**config.mk**
```make
export PLATFORM = sky130hd
export DESIGN_NAME = rx_pid_tracker
export DESIGN_NICKNAME = d
export VERILOG_FILES = /design/src/rtl/rx_pid_tracker.sv
export SDC_FILE = /design/constraint.sdc
export NUM_CORES = 1
export LEC_CHECK = 0
export ABC_CLOCK_PERIOD_IN_PS = 2800
export BUFFER_PORTS_ARGS = -buffer_cell sky130_fd_sc_hd__buf_2
export CAP_MARGIN = 20
export CORE_UTILIZATION = 35
export CTS_CLUSTER_DIAMETER = 50
export DETAILED_ROUTE_END_ITERATION = 7
export HOLD_SLACK_MARGIN = 0.08
export RECOVER_POWER = 50
export SLEW_MARGIN = 20
export SYNTH_ARGS = -nofsm -noshare
export SYNTH_HDL_FRONTEND = slang
export SYNTH_SLANG_ARGS = --single-unit
```
**constraint.sdc**
```tcl
create_clock -name clk -period 2.8 [get_ports clk]
set_input_delay 0.56 -clock clk [delete_from_list [all_inputs] [get_ports clk]]
set_output_delay 0.56 -clock clk [all_outputs]
set_load 0.05 [all_outputs]
```
**src/rtl/rx_pid_tracker.sv**
```systemverilog
// Receive PID decoder with per-endpoint DATA0/DATA1 toggle tracking and error counter.
// Latency: one cycle; store_pid sampled at edge N, all outputs registered and updated at edge N.
// Backpressure: none; accepts one PID per cycle, no ready signal.
module rx_pid_tracker #(
  parameter int NUM_EP   = 4,
  parameter int EP_W     = 2,
  parameter int EXT_PIDS = 0,
  parameter int CNT_W    = 8
) (
  input  logic              clk,
  input  logic              n_rst,
  input  logic              store_pid,
  input  logic [7:0]        p_out,
  input  logic [EP_W-1:0]   ep_sel,
  input  logic              clr_toggle,
  input  logic [EP_W-1:0]   clr_ep,
  input  logic              clr_count,
  output logic [3:0]        rx_packet,
  output logic              pid_valid,
  output logic              pid_err,
  output logic              data_ok,
  output logic              seq_err,
  output logic [NUM_EP-1:0] exp_toggle,
  output logic [CNT_W-1:0]  err_count
);

  localparam logic [3:0] PID_OUT   = 4'b0001;
  localparam logic [3:0] PID_IN    = 4'b1001;
  localparam logic [3:0] PID_DATA0 = 4'b0011;
  localparam logic [3:0] PID_DATA1 = 4'b1011;
  localparam logic [3:0] PID_ACK   = 4'b0010;
  localparam logic [3:0] PID_NAK   = 4'b1010;
  localparam logic [3:0] PID_STALL = 4'b1110;
  localparam logic [3:0] PID_SETUP = 4'b1101;

  logic [3:0]        code;
  logic              check_ok;
  logic              base_pid;
  logic              accept;
  logic              reject;
  logic              is_data;
  logic              is_setup;
  logic              sel_hit;
  logic              cur_tog;
  logic              tog_match;
  logic              tog_miss;
  logic [NUM_EP-1:0] tog_nxt;
  logic [CNT_W-1:0]  cnt_nxt;

  // Decode the captured byte, look up the addressed endpoint and form next state.
  always_comb begin
    code     = p_out[3:0];
    check_ok = (p_out[7:4] == ~p_out[3:0]);
    base_pid = 1'b0;
    case (code)
      PID_OUT, PID_IN, PID_DATA0, PID_DATA1,
      PID_ACK, PID_NAK, PID_STALL: base_pid = 1'b1;
      default:                     base_pid = 1'b0;
    endcase
    accept   = store_pid && check_ok && ((EXT_PIDS != 0) || base_pid);
    reject   = store_pid && !accept;
    is_data  = (code == PID_DATA0) || (code == PID_DATA1);
    // SETUP can only be accepted when extended PIDs are enabled.
    is_setup = (code == PID_SETUP);

    // Only endpoints that exist can hit; out-of-range ep_sel leaves the table alone.
    sel_hit = 1'b0;
    cur_tog = 1'b0;
    for (int i = 0; i < NUM_EP; i++) begin
      if (ep_sel == EP_W'(i)) begin
        sel_hit = 1'b1;
        cur_tog = exp_toggle[i];
      end
    end

    // Toggle check uses the pre-clear table value.
    tog_match = accept && is_data && sel_hit && (code[3] == cur_tog);
    tog_miss  = accept && is_data && sel_hit && (code[3] != cur_tog);

    // Clear is applied last so it wins over a same-endpoint DATA/SETUP update.
    tog_nxt = exp_toggle;
    for (int i = 0; i < NUM_EP; i++) begin
      if (accept && (ep_sel == EP_W'(i))) begin
        if (tog_match) tog_nxt[i] = ~exp_toggle[i];
        if (is_setup)  tog_nxt[i] = 1'b0;
      end
      if (clr_toggle && (clr_ep == EP_W'(i))) tog_nxt[i] = 1'b0;
    end

    cnt_nxt = err_count;
    if (clr_count) begin
      cnt_nxt = '0;
    end else if ((reject || tog_miss) && (err_count != {CNT_W{1'b1}})) begin
      cnt_nxt = err_count + CNT_W'(1);
    end
  end

  // Register all outputs; pulses are only high in the cycle after a store_pid.
  always_ff @(posedge clk or negedge n_rst) begin
    if (!n_rst) begin
      rx_packet  <= 4'b0000;
      pid_valid  <= 1'b0;
      pid_err    <= 1'b0;
      data_ok    <= 1'b0;
      seq_err    <= 1'b0;
      exp_toggle <= '0;
      err_count  <= '0;
    end else begin
      if (accept) rx_packet <= code;
      pid_valid  <= accept;
      pid_err    <= reject;
      data_ok    <= tog_match;
      seq_err    <= tog_miss;
      exp_toggle <= tog_nxt;
      err_count  <= cnt_nxt;
    end
  end

endmodule

```
== Word level (Yosys, flattened, before mapping) ==
Index checks and enable logic that the tools add are counted.

* Logic and storage cells: 96
* Output and inout port bits: 20
* Memory bits (read-only): 0
* Input port bits: 17
* Latch bits: 0
* Register bits after elaboration: 20
* Memories kept: 0
* Bits in writable memories: 0

* Bitwise operators: 5
* $add $sub $neg: 1
* Magnitude comparators: 0
* Multipliers: 0
* Shift-type cells: 0
* Div/mod/pow operators: 0
* Multiplexer cells: 27
* Reduce and logical (&&, ||, !) cells: 35
* Equality and inequality tests: 18

{| class="wikitable"
|+ Operator list
! operator !! number
|-
| 1-bit two-way mux || 25
|-
| 4-bit == test, second input constant || 5
|-
| 1-bit logical AND || 16
|-
| 8-bit two-way mux || 2
|-
| 3-bit nonzero test || 4
|-
| 2-bit nonzero test || 5
|-
| 8-bit by 1-bit adder with 8-bit output, second input constant || 1
|-
| 2-bit == test, second input constant || 4
|-
| 4-bit by 2-bit == test with 1-bit output, second input constant || 2
|-
| 8-bit inequality test, second input constant || 1
|-
| 2-bit AND reduction || 4
|-
| 7-bit OR reduction || 1
|-
| 2-bit by 1-bit == test with 1-bit output, second input constant || 2
|-
| 4-bit by 1-bit == test with 1-bit output, second input constant || 1
|-
| 4-bit == test || 1
|-
| 2-bit zero test || 2
|-
| 1-bit NOT || 4
|-
| 4-bit NOT || 1
|-
| 1-bit logical OR || 2
|-
| 1-bit == test || 1
|-
| 1-bit zero test || 1
|-
| 1-bit inequality test || 1
|}

== Logic depth before layout (Yosys ltp) ==
* Word-level depth: 11
* Mapped depth: 7
* Mapped depth without buffers: 6

== Worst setup path before layout ==
No wires, ideal clock.

* Path type: register -> register
* Start: register exp_toggle[1]
* End: register err_count[0]
* Cell stages (with the launch flop): 7
* Buffers on the path: 1
* Period minus slack after synthesis: 2.399 ns
* Setup time: 0.128 ns
* Arrival time: 2.272 ns
* Data required time: 2.672 ns
* Path slack: 0.401 ns
* Cells stage by stage: dfrtp_1 -> mux2i_1 -> mux2_4 -> or4b_4 -> buf_6 -> a21boi_4 -> mux2_1

* Longest elaborated chain between the ends: 8

{| class="wikitable"
|+ RTL lines
! what !! RTL line !! text
|-
| from (decl) || 23 || <nowiki>output logic [NUM_EP-1:0] exp_toggle,</nowiki>
|-
| from (signal assigned) || 114 || <nowiki>exp_toggle <= tog_nxt;</nowiki>
|-
| 1-bit two-way mux (3 in series) || 70 || <nowiki>if (ep_sel == EP_W'(i)) begin</nowiki>
|-
| 1-bit inequality test || 78 || <nowiki>tog_miss = accept && is_data && sel_hit && (code[3] != cur_tog);</nowiki>
|-
| 1-bit logical AND || 78 ||
|-
| 1-bit logical OR || 93 || <nowiki>end else if ((reject || tog_miss) && (err_count != {CNT_W{1'b1}})) begin</nowiki>
|-
| 1-bit logical AND || 93 ||
|-
| 2-bit nonzero test (no line) || n/a ||
|-
| to (signal assigned) || 115 || <nowiki>err_count <= cnt_nxt;</nowiki>
|-
| to (decl) || 24 || <nowiki>output logic [CNT_W-1:0] err_count</nowiki>
|}

Every way passes these cells.
A chain may end at the register's enable or synchronous reset.

== Worst setup path in the final report ==
* Start: input port ep_sel[0]
* End: register err_count[4]

* Longest elaborated chain between the ends: 10
* Elaborated cells on any way between the ends: 18
* Classes of those cells: 4 x eq/ne; 8 x mux; 6 x reduce/logical

{| class="wikitable"
|+ RTL lines
! what !! RTL line !! text
|-
| from (decl) || 14 || <nowiki>input logic [EP_W-1:0] ep_sel,</nowiki>
|-
| 2-bit zero test || 70 ||
|-
| 1-bit two-way mux (4 in series) || 70 ||
|-
| 1-bit inequality test / 1-bit logical AND (equally long branches) || 78 ||
|-
| 1-bit logical AND (*) || 78 ||
|-
| 1-bit logical OR (*) || 93 ||
|-
| 1-bit logical AND (*) || 93 ||
|-
| 2-bit nonzero test (no line) (*) || n/a ||
|}

Mark *: on every way between the ends. The rest lies on a longest branch, timed or not.

==> run metrics <==
status finished clean; clock root cell clkbuf_4; crit-path max cell delay 0.60 ns; PD cells 452 nW/um^2; Max Root-Sink Buffers 2; TNS Setup 0 ns; die area 3570 um^2; worst hold path type in2async; Least-Margin Pin Slew 1.07 ns; worst clock skew 0.00543 ns; Synth warnings 0; post-CTS sizing 0; vias 975; clk sinks 20; GRT overflow 0; Reg clk slew, reported paths 0.11 ns; Pre-antenna DRT Iters 4; r2r endpoint err_count[4]$_DFFE_PN0P_; initial DRC count 32; IO Pins 37; final worst-path setup slack 0.548 ns; chip height 59.7 um; Max Slew Vio Count 0; Max Cap Viol 0; Worst Setup Start Kind input pin; vias in the first global route 874; area of the core 3100 um^2; Layout area overhead 21.5%; Mapped Avg Cell Area 10.4 um^2; wire length per cell 12.3 um; largest cells by area after synthesis dfrtp_1 43%, mux2_1 4.8%, mux2i_1 4.3%; initial cell density of the core 37.6%; largest fanout on the critical path 8; Tmin final 2.25 ns; peak supply drop 0.287 mV; DRC 0; Worst Path Arrival 2.44 ns; pin count of the biggest net entering global routing 21; R2R setup slack 0.58 ns; routability-driven placement congestion ratio 0.759; PortBufs 36; Row Count 20; placed cell area 1390 um^2; Final Net Count 170; Synth Register Bits 20; Worst R2R Path Depth 5; Cell variety after synth 38; unrepaired setup endpoints after global routing false; CTS tree yes; first-pass GRT wire length 3950 um; Vias/cell 5.00; layout cells sized above 1 27.2%; CP Capture Type flip-flop; antenna violations before repair 0; Setup Buffers After CTS 0; final hold viol count 0; DPL Wire Length 1860 um; synthesized cell area 1170 um^2; Ant. Diodes 0; FMAX 444 MHz; fin crit share 80.4%; Num CTS Buffers 3; Post-Syn Instances 112; Worst Setup Path Type in2reg; area leader, netlist dfrtp_1; share of the synthesized area in the top cell type 42.9%; max_slew headroom 28.8%; R2R Path Start exp_toggle[1]$_DFFE_PN0P_; Hold WS 0.424 ns; Seq/Total Area, Yosys 42.9%; Routed Wire Length 2390 um; final core utilization 45.6%; crit-path cells buf_2, mux2i_1, mux2_4, or4b_4, a21oi_1, mux2_1; Syn Nets 130; CTS Hold Bufs 0; slowest stage cell, crit path or4b_4; Die X-Extent 59.7 um; Skew-Pair Late Insertion Delay 0.30 ns; fin area 1420 um^2; Crit path required time 2.99 ns; Setup-failing EPs final 0; CTS H-Tree Depth 1; Antenna Nets Post-Route 0; Total Routing Usage GR 15.2%; Leak 0.000723 uW; dpl ws 0.241 ns
==> sequential cells by signal (all words and copies together), names as in the netlist <==
register	flops
err_count	8
exp_toggle	4
rx_packet	4
data_ok	1
pid_err	1
pid_valid	1
seq_err	1
==> kinds of logic after synthesis <==
| logic type | synth area share [%] |
|---|---|
| buffers and inverters | 3.54 |
| adders and majority gates | 1.07 |
| xor gates and xnor gates | 4.51 |
| DFF | 42.9 |
| and+or+nand+nor | 20.7 |
| muxes | 14.3 |
| AOI/OAI and AO/OA | 13.0 |
==> report_power, final <==
part | switching (uW) | internal [uW]
sequential | 9.96 | 308
combinational | 115 | 43.2
clock | 85.9 | 79.3
total | 210 | 430
==> per-layer routing <==
metal,GRT usage [%],wire length (um)
met5,0,0
met4,2.99,10
met3,4.55,153
met2,26.2,1140
met1,18.8,1090
==> cell usage after synthesis <==
cell       count
and3b_1        1
ha_1           1
a211oi_2       1
o211ai_1       1
nand2_1       11
nand3_1        1
xnor2_1        1
a21oi_1        4
a21bo_1        1
a22oi_1        1
mux2i_1        5
o22ai_1        1
a22o_1         1
nor2_1         8
mux2_2         4
a31oi_1        4
o211a_1        1
nand2b_1       3
xor2_1         5
and2_1         1
nand4_1        4
inv_1          7
or4b_4         1
buf_6          1
mux2_4         1
and3_1         1
a21boi_4       1
clkbuf_1       1
nor2b_1        6
nand4b_1       2
o221a_2        1
dfrtp_1       20
a21oi_2        1
nor3_2         1
nor4bb_1       1
mux2_1         5
nand4bb_1      1
o21ai_0        1
==> metrics by stage <==
step / instances / power [uW]
floorplan: 112 / 436
global placement: 191 / 484
detailed placement: 191 / 488
CTS: 195 / 658
global route: 195 / 676
finish: 195 / 640
==> how the worst max path moves through the flow <==
stage	from	end	slack, ns	cells after the start
final	ep_sel[0]	err_count[4]$_DFFE_PN0P_	0.55	6
after global routing	exp_toggle[1]$_DFFE_PN0P_	err_count[3]$_DFFE_PN0P_	0.44	5
after CTS	ep_sel[0]	err_count[0]$_DFFE_PN0P_	0.57	6
after detailed placement	ep_sel[0]	err_count[0]$_DFFE_PN0P_	0.24	6
after global placement	ep_sel[0]	err_count[0]$_DFFE_PN0P_	0.29	6
after floorplan	exp_toggle[1]$_DFFE_PN0P_	err_count[0]$_DFFE_PN0P_	0.40	6
==> final cells by class <==
cell class | count | area [um^2]
clock buffers | 4 | 36.3
flip-flops and latches | 20 | 500
fillers | 335 | 1690
well taps | 44 | 55.1
repair buffers | 37 | 174
inverters | 7 | 26.3
multi-input cells | 83 | 624
==> worst max-delay path, delay by kind of cell <==
| family | cells | cell delay [ns] |
|---|---|---|
| muxes | 3 | 0.92 |
| AOI/OAI and AO/OA | 1 | 0.21 |
| buffers and inverters | 1 | 0.14 |
| and+or+nand+nor | 1 | 0.60 |
==> placed cells by master (no fill, tap or decap), types with 2 or more instances in the layout <==
| master | count |
|---|---|
| buf_2 | 25 |
| dfrtp_1 | 20 |
| nand2_1 | 11 |
| clkbuf_1 | 11 |
| nor2_1 | 8 |
| inv_1 | 7 |
| nor2b_1 | 6 |
| xor2_1 | 5 |
| mux2i_1 | 5 |
| mux2_1 | 5 |
| nand4_1 | 4 |
| a31oi_1 | 4 |
| a21oi_1 | 4 |
| mux2_2 | 4 |
| nand2b_1 | 3 |
| clkbuf_4 | 3 |
| nand4b_1 | 2 |
Power figures use the tool's default switching activity.
